`src/rtl/ex_stage.sv`:
```
// Execute stage: operand select with one-back bypass, one-hot ALU, branch/jump
// resolution with a wrong-path squash counter, EX/MEM result registers.
// Define EX_PERF_CNT_EN to add the taken_count / squash_count outputs.
module ex_stage #(
  parameter int FLUSH_DEPTH = 2,
  parameter int XLEN        = 32
) (
  input  logic            clk,
  input  logic            rst,
  input  logic            stall,
  input  logic [4:0]      rd_addr_in,
  input  logic [XLEN-1:0] rs1_in,
  input  logic [XLEN-1:0] rs2_in,
  input  logic [XLEN-1:0] imm_in,
  input  logic [XLEN-1:0] pc_in,
  input  logic            alu_rs2_reg_in,
  input  logic            add_en_in,
  input  logic            sub_en_in,
  input  logic            xor_en_in,
  input  logic            or_en_in,
  input  logic            and_en_in,
  input  logic            eq_en_in,
  input  logic            writeback_en_in,
  input  logic            writeback_from_mem_in,
  input  logic            skip_instr_in,
  input  logic            rs1_take_prev1_in,
  input  logic            rs2_take_prev1_in,
  input  logic            jump_on_alu_true_in,
  input  logic            jump_always_in,
  output logic            redirect_valid,
  output logic [XLEN-1:0] redirect_pc,
  output logic            squash,
  output logic [XLEN-1:0] result_out,
  output logic [XLEN-1:0] store_data_out,
  output logic [4:0]      rd_addr_out,
  output logic            writeback_en_out,
  output logic            writeback_from_mem_out,
  output logic            valid_out
`ifdef EX_PERF_CNT_EN
  ,
  output logic [31:0]     taken_count,
  output logic [31:0]     squash_count
`endif
);

  localparam logic [1:0]      FLUSH_LOAD = 2'(FLUSH_DEPTH);
  localparam logic [XLEN-1:0] LINK_OFS   = XLEN'(4);

  logic [1:0]      flush_cnt;
  logic [XLEN-1:0] op_a;
  logic [XLEN-1:0] rs2_fwd;
  logic [XLEN-1:0] op_b;
  logic [XLEN-1:0] alu_res;
  logic [XLEN-1:0] exe_res;
  logic            live;
  logic            taken;

  // Bypass taps our own registered result, so the previous instruction's
  // value is available without waiting for writeback.
  assign op_a    = rs1_take_prev1_in ? result_out : rs1_in;
  assign rs2_fwd = rs2_take_prev1_in ? result_out : rs2_in;
  assign op_b    = alu_rs2_reg_in ? rs2_fwd : imm_in;

  always_comb begin
    // NOTE: default assignment first so no path through the if-chain infers a latch.
    alu_res = '0;
    if (add_en_in)      alu_res = op_a + op_b;
    else if (sub_en_in) alu_res = op_a - op_b;
    else if (xor_en_in) alu_res = op_a ^ op_b;
    else if (or_en_in)  alu_res = op_a | op_b;
    else if (and_en_in) alu_res = op_a & op_b;
    else if (eq_en_in)  alu_res = {{(XLEN-1){1'b0}}, (op_a == op_b)};
  end

  assign live    = !skip_instr_in && (flush_cnt == 2'd0);
  assign taken   = live && (jump_always_in || (jump_on_alu_true_in && alu_res[0]));
  assign exe_res = jump_always_in ? (pc_in + LINK_OFS) : alu_res;

  // A stalled branch is not redirected yet; it is re-evaluated once stall drops.
  assign redirect_valid = taken && !stall;
  assign redirect_pc    = pc_in + imm_in;
  assign squash         = (flush_cnt != 2'd0);

  // NOTE: all sequential state uses non-blocking assignment so every register
  // samples pre-edge values regardless of statement order.
  always_ff @(posedge clk) begin
    if (!rst) begin
      result_out             <= '0;
      store_data_out         <= '0;
      rd_addr_out            <= '0;
      writeback_en_out       <= 1'b0;
      writeback_from_mem_out <= 1'b0;
      valid_out              <= 1'b0;
      flush_cnt              <= 2'd0;
    end else if (!stall) begin
      // Bubbles keep the old result so the bypass still sees the last real value.
      if (!skip_instr_in) result_out <= exe_res;
      store_data_out         <= rs2_fwd;
      rd_addr_out            <= rd_addr_in;
      writeback_en_out       <= writeback_en_in && live;
      writeback_from_mem_out <= writeback_from_mem_in;
      valid_out              <= live;
      if (redirect_valid)          flush_cnt <= FLUSH_LOAD;
      else if (flush_cnt != 2'd0)  flush_cnt <= flush_cnt - 2'd1;
    end
  end

`ifdef EX_PERF_CNT_EN
  always_ff @(posedge clk) begin
    if (!rst) begin
      taken_count  <= '0;
      squash_count <= '0;
    end else begin
      if (redirect_valid) taken_count <= taken_count + 32'd1;
      if (!stall && squash && !skip_instr_in) squash_count <= squash_count + 32'd1;
    end
  end
`endif

endmodule

```
`config.mk`:
```
export PLATFORM = sky130hd
export DESIGN_NAME = ex_stage
export DESIGN_NICKNAME = d
export VERILOG_FILES = /design/src/rtl/ex_stage.sv
export SDC_FILE = /design/constraint.sdc
export NUM_CORES = 1
export LEC_CHECK = 0
export ABC_AREA = 1
export CAP_MARGIN = 20
export CORE_MARGIN = 2
export CORE_UTILIZATION = 55
export DETAILED_ROUTE_END_ITERATION = 10
export DONT_BUFFER_PORTS = 1
export PLACE_DENSITY_LB_ADDON = 0.2
export REMOVE_ABC_BUFFERS = 1
export SKIP_LAST_GASP = 1
export SYNTH_ARGS = -nofsm -noshare
export SYNTH_HDL_FRONTEND = slang
export SYNTH_SLANG_ARGS = --single-unit
```
`constraint.sdc`:
```
create_clock -name clk -period 11.8 [get_ports clk]
set_clock_uncertainty 0.1 [all_clocks]
set_input_delay 2.36 -clock clk [delete_from_list [all_inputs] [get_ports clk]]
set_output_delay 2.36 -clock clk [all_outputs]
set_load 0.03 [all_outputs]
```
# After elaboration in Yosys (flattened, before gate mapping)
# Cells that the tools add are included.
[classes]
addsub = 5
reduce_logical = 13
mux = 12
bitwise_logic = 5
eq_ne = 1
[ops]
columns = ["cell", "count"]
rows = [
  ["32-bit two-way mux", 9],
  ["32-bit adder", 2],
  ["32-bit by 3-bit adder with 32-bit output, second input constant", 1],
  ["32-bit AND", 1],
  ["32-bit == test", 1],
  ["32-bit bitwise OR", 1],
  ["32-bit subtractor", 1],
  ["32-bit XOR", 1],
  ["1-bit logical AND", 5],
  ["2-bit two-way mux", 2],
  ["2-bit AND reduction", 2],
  ["2-bit nonzero test", 2],
  ["1-bit logical NOT", 2],
  ["2-bit logical NOT", 1],
  ["1-bit NOT", 2],
  ["2-bit by 1-bit subtractor with 2-bit output, second input constant", 1],
  ["1-bit logical OR", 1],
  ["1-bit two-way mux", 1],
]
[word_totals]
output_inout_bits = 106
in_bits = 150
word_cells = 43
register_bits = 74

# Logic depth before layout (Yosys ltp)
[depth]
depth_word = 15
mapped_depth = 23
ltp_nobuf = 21

# Worst setup path before layout
# Ideal clock, no wire load.
[synth_timing]
kind = "input to output"
start = "input rs2_take_prev1_in"
end = "output redirect_valid"
t_arrival_ps = 4719
cell_stages = 16
path_buffers = 3
path_slack_ps = 4621
path_cell_list = "clkbuf_1 -> clkbuf_1 -> a21oi_1 -> o21ai_0 -> ha_1 -> buf_6 -> nor2_1 -> nand2_1 -> nor2_1 -> and2_4 -> nand4_2 -> o211ai_2 -> nand2_2 -> nand2_2 -> nand2_2 -> inv_1"
[synth_via]
elab_chain_cells = 13
word_cells_on_any_way = 18
cone_classes = "add/sub: 2; eq/ne: 1; mux: 8; bitwise: 3; reduce/logical: 4"
[synth_rtl]
columns = ["element", "line_no", "rtl"]
rows = [
  ["start: declaration", "27", "input logic rs2_take_prev1_in,"],
  ["32-bit two-way mux *", "61", "assign rs2_fwd = rs2_take_prev1_in ? result_out : rs2_in;"],
  ["32-bit two-way mux *", "62", "assign op_b = alu_rs2_reg_in ? rs2_fwd : imm_in;"],
  ["branches (longest 6 deep; another with 32-bit subtractor)", "-", ""],
  ["32-bit two-way mux *", "67", "if (add_en_in) alu_res = op_a + op_b;"],
  ["1-bit logical AND *", "76", "assign taken = live && (jump_always_in || (jump_on_alu_true_in && alu_res[0]));"],
  ["1-bit logical OR *", "76", ""],
  ["1-bit logical AND *", "76", ""],
  ["1-bit logical AND *", "80", "assign redirect_valid = taken && !stall;"],
  ["end: declaration", "30", "output logic redirect_valid,"],
]
# Mark *: on every way between the ends.

# Worst setup path in the final report
[layout_timing]
start = "input alu_rs2_reg_in"
end = "output redirect_valid"
[layout_via]
elab_chain_cells = 12
word_cells_on_any_way = 17
cone_classes = "add/sub: 2; eq/ne: 1; mux: 7; bitwise: 3; reduce/logical: 4"
[layout_rtl]
columns = ["element", "line_no", "rtl"]
rows = [
  ["start: declaration", "16", "input logic alu_rs2_reg_in,"],
  ["32-bit two-way mux *", "62", ""],
  ["branches (longest 6 deep; another with 32-bit subtractor)", "-", ""],
  ["32-bit two-way mux *", "67", ""],
  ["1-bit logical AND *", "76", ""],
  ["1-bit logical OR *", "76", ""],
  ["1-bit logical AND *", "76", ""],
  ["1-bit logical AND *", "80", ""],
]
# Marked as above.

==> key figures <==
Status
  – Outcome: complete, no violations

Worst setup path
  – Startpoint types: input port
  – Crit-path cells: inv_1 -> buf_4 -> o21ai_0 -> ha_1 -> nor2_1 -> nand2_1 -> nor2_2 -> and2_4 -> nand4_2 -> o211ai_2 -> nand2_2 -> nand2_2 -> nand2_2 -> inv_1
  – Kind of cell adding the most delay to the critical path: simple AND/OR/NAND/NOR gates
  – CP arrival: a little over 5 ns
  – Crit path kind: in2out
  – Buf+Inv Stages, Crit Path: 3
  – Critical-path top delay cell: o21ai_0
  – Worst path required time: 9.34 ns
  – Crit end category: primary output
  – CP Max Fanout: 33
  – CP dominant cell by count: nand2_2
  – CP max stage delay: about 0.70 ns

Global routing
  – GRT Overall Usage: roughly 43%
  – Largest net degree at the start of global routing: 65
  – Vias in the first global route: roughly 14000
  – Met3 Use GR: roughly an eighth
  – Grt met2 use: about 67%
  – GRT Residual Overflow: 0
  – GR Layer Usage met1: 55.1%
  – First-pass GRT wire length: 80100 um
  – Busiest layer in global routing: met2
  – Initial antenna violation count: 5

Die
  – Site row count: between 50 and 60
  – Core ar.: 0.0233 mm2
  – Die W: roughly 160 um
  – Initial core utilization: 55.5%
  – I/O pin total: about 260
  – Die ar.: between 0.02 and 0.025 mm2
  – Die Height: between 150 and 200 um

Route
  – Drt total wl: between 50000 and 60000 um
  – Routed vias/inst: just over 6
  – Avg WL per Cell: 21.6 um
  – Drt drc: 0
  – DRT antenna net count: 0
  – Vias: 15200
  – 1st-iter DRT viols: between 2000 and 2500
  – TritonRoute pass-1 iters: 7

Placed design
  – HPWL Detailed: 43500 um
  – Port Buf Inserts: 0
  – GPL Wtd Cong: about 1.1

STA
  – Final Hold Vio Count: 0
  – Finish-stage setup viols: 0
  – Sum Neg Setup Slack: 0 ns
  – Period utilization: 64.8%
  – Max-slew headroom: 31.6%
  – Max Freq: 0.131 GHz
  – Fin. max-slew vios: 0
  – RSZ-0062 raised after global routing: no
  – Slew @ Worst Pin: roughly 1.0 ns
  – Min Clock Period, post-route: roughly 7.6 ns

Cells and area
  – Fill cells: roughly 2500
  – Commonest cells after routing, fill and taps aside: nand2_1 (477), inv_1 (337), nor2_1 (249), o21ai_0 (218), a21oi_1 (203)
  – # nets final: about 2500
  – Commonest non-fill, non-tap cell in the layout: nand2_1
  – Area delta synth->final: 2.28%
  – Share of cells above drive strength 1: between 7 and 8%

Synthesis
  – Synth unique cells: 58
  – Post-Synthesis Cells: 2257
  – Fraction of registers with async set/reset: 0%
  – Sequential area share after synthesis: roughly 11%
  – Synth Register Bits: 74
  – Synth Warn #: 0
  – Cell Area, Synth: ~0.013 mm2
  – EDFF count, synth: 0
  – Mean post-synth cell area: around 5.7 um2
  – Post-synth top flop: dfxtp_1

Power
  – Internal: roughly 670 uW
  – Clock share of power: 21.7%
  – Sequential share of power: 23.1%
  – Switching Fraction: 51.6%
  – Comb power frac: roughly 55%
  – Worst vdd ir: about 0.000067 V
  – PD cells: 106 mW/mm2
  – Switching power: between 700 and 800 uW
  – Static Leakage: 0.00668 uW
  – Total power: 1390 uW

CTS
  – CTS tree: built
  – CTS root buffer: clkbuf_16
  – Post_cts resized: 0
  – Hold_buf cts: 0
  – CTS Buf Count: 9
  – CTS Buffer Depth: 2
  – Sink Count: 74
  – Skew-Pair Late Insertion Delay: between 0.3 and 0.4 ns
  – Clock Pin Slew Worst Setup and Hold Paths: 0.06 ns
  – Htree depth: 3
  – Setup Buffers After CTS: 0

Run
  – MaxCap Viol Count: 0

Worst hold path
  – HP Class: reg2reg
## synth_stat cells (6+ instances only)
master / n / area (um2)
nand2_1: 477 / 1790
inv_1: 338 / 1270
nor2_1: 250 / 938
o21ai_0: 218 / 1090
a21oi_1: 203 / 1020
ha_1: 128 / 1600
nand3_1: 118 / 591
dfxtp_1: 74 / 1480
clkbuf_1: 52 / 195
xor2_1: 35 / 307
or2_2: 31 / 194
o211ai_1: 27 / 203
o21bai_1: 27 / 203
nand2_2: 24 / 150
nor3_1: 21 / 105
xnor2_1: 20 / 175
inv_2: 17 / 63.8
a21oi_2: 16 / 140
buf_4: 16 / 120
buf_2: 15 / 75.1
nand4_1: 15 / 93.8
nor2_2: 13 / 81.3
a31oi_1: 11 / 68.8
nor4_1: 11 / 68.8
o221ai_1: 11 / 96.3
nor3_2: 9 / 90.1
o21ai_1: 8 / 40.0
buf_1: 7 / 26.3
buf_6: 7 / 78.8
a21o_1: 6 / 45.0
o21ai_2: 6 / 52.6
## worst paths after layout
check | startpoint | end | slack (ns) | depth (start not counted)
worst max-delay path | alu_rs2_reg_in | redirect_valid | 4.15 | 14
worst min-delay path | flush_cnt[0] | flush_cnt[0] | 0.35 | 1
worst max register to register | result_out[0] | result_out[28] | 8.02 | 18
worst min register to register | flush_cnt[0] | flush_cnt[0] | 0.35 | 1
## layout make-up
cell class / instances / area (um2) / share of cell area [%]
Inverter: 356 / 1340 / 10.1
Timing Repair Buffer: 8 / 60.1 / 0.455
Clock inverter: 6 / 91.3 / 0.692
Tap cell: 319 / 399 / 3.03
Multi-Input combinational cell: 1730 / 9590 / 72.7
Antenna cell: 3 / 7.51 / 0.0569
Sequential cell: 74 / 1480 / 11.2
Clock buffer: 10 / 229 / 1.74
## metrics by stage
stage / worst slack [ns] / util (%) / instance area (um2) / hold WS, ns / std cells
6_report: 4.15 / 56.7 / 13200 / 0.352 / 2506
5_1_grt: 4.00 / 56.7 / 13200 / 0.406 / 2505
4_1_cts: 4.29 / 56.7 / 13200 / 0.356 / 2503
3_5_place_dp: 4.29 / 55.3 / 12900 / 0.347 / 2487
3_3_place_gp: 4.37 / 55.3 / 12900 / 0.344 / 2487
2_1_floorplan: 4.87 / - / 12400 / 0.326 / 2160
## power groups by stage
| stage | Combinational [uW] | Sequential, uW | Clock (uW) |
|---|---|---|---|
| after floorplan | 553 | 319 | 0 |
| after global routing | 838 | 324 | 308 |
| after CTS | 744 | 322 | 302 |
| final | 769 | 323 | 303 |
| after global placement | 732 | 327 | 0 |
| after detailed placement | 739 | 328 | 0 |
## metal layers
layer	share of wire (%)	vias up	wire [um]
met5	0.042	-	23
met4	4.6	4	2490
met1	38	6969	20900
met3	13	144	7160
li1	-	7142	-
met2	44	928	23700
## worst reg2reg max path, cell delays in order (launching register included)
cell and delay [ns]:
dfxtp_1 0.56, inv_1 0.12, a21oi_1 0.19, o21ai_0 0.18, inv_1 0.13, ha_1 0.19
inv_1 0.11, fa_1 0.54, o21bai_2 0.33, nand2_1 0.14, nand2_2 0.12, nand2_1 0.09
nand2_1 0.14, nand3b_1 0.18, nand2_1 0.10, nand2_1 0.05, nand3_1 0.07, nand3_1 0.19
a21oi_1 0.19
## registers in the layout, indices dropped and copies added (netlist names)
name / count
flush_cnt: 2
rd_addr_out: 5
result_out: 32
store_data_out: 32
valid_out: 1
writeback_en_out: 1
writeback_from_mem_out: 1
## cells by family (layout without fill, tap and decap cells)
group,after synthesis,in the layout,share of synthesized area [%]
mux,2,2,0.175
xor+xnor,55,55,3.73
flops,74,74,11.5
simple gates,989,989,33.2
other cells,0,3,0
compound gates,553,553,24.3
buf+inv,453,380,14.2
fa+ha+maj,131,131,12.9
(Power assumes the default switching activity.)
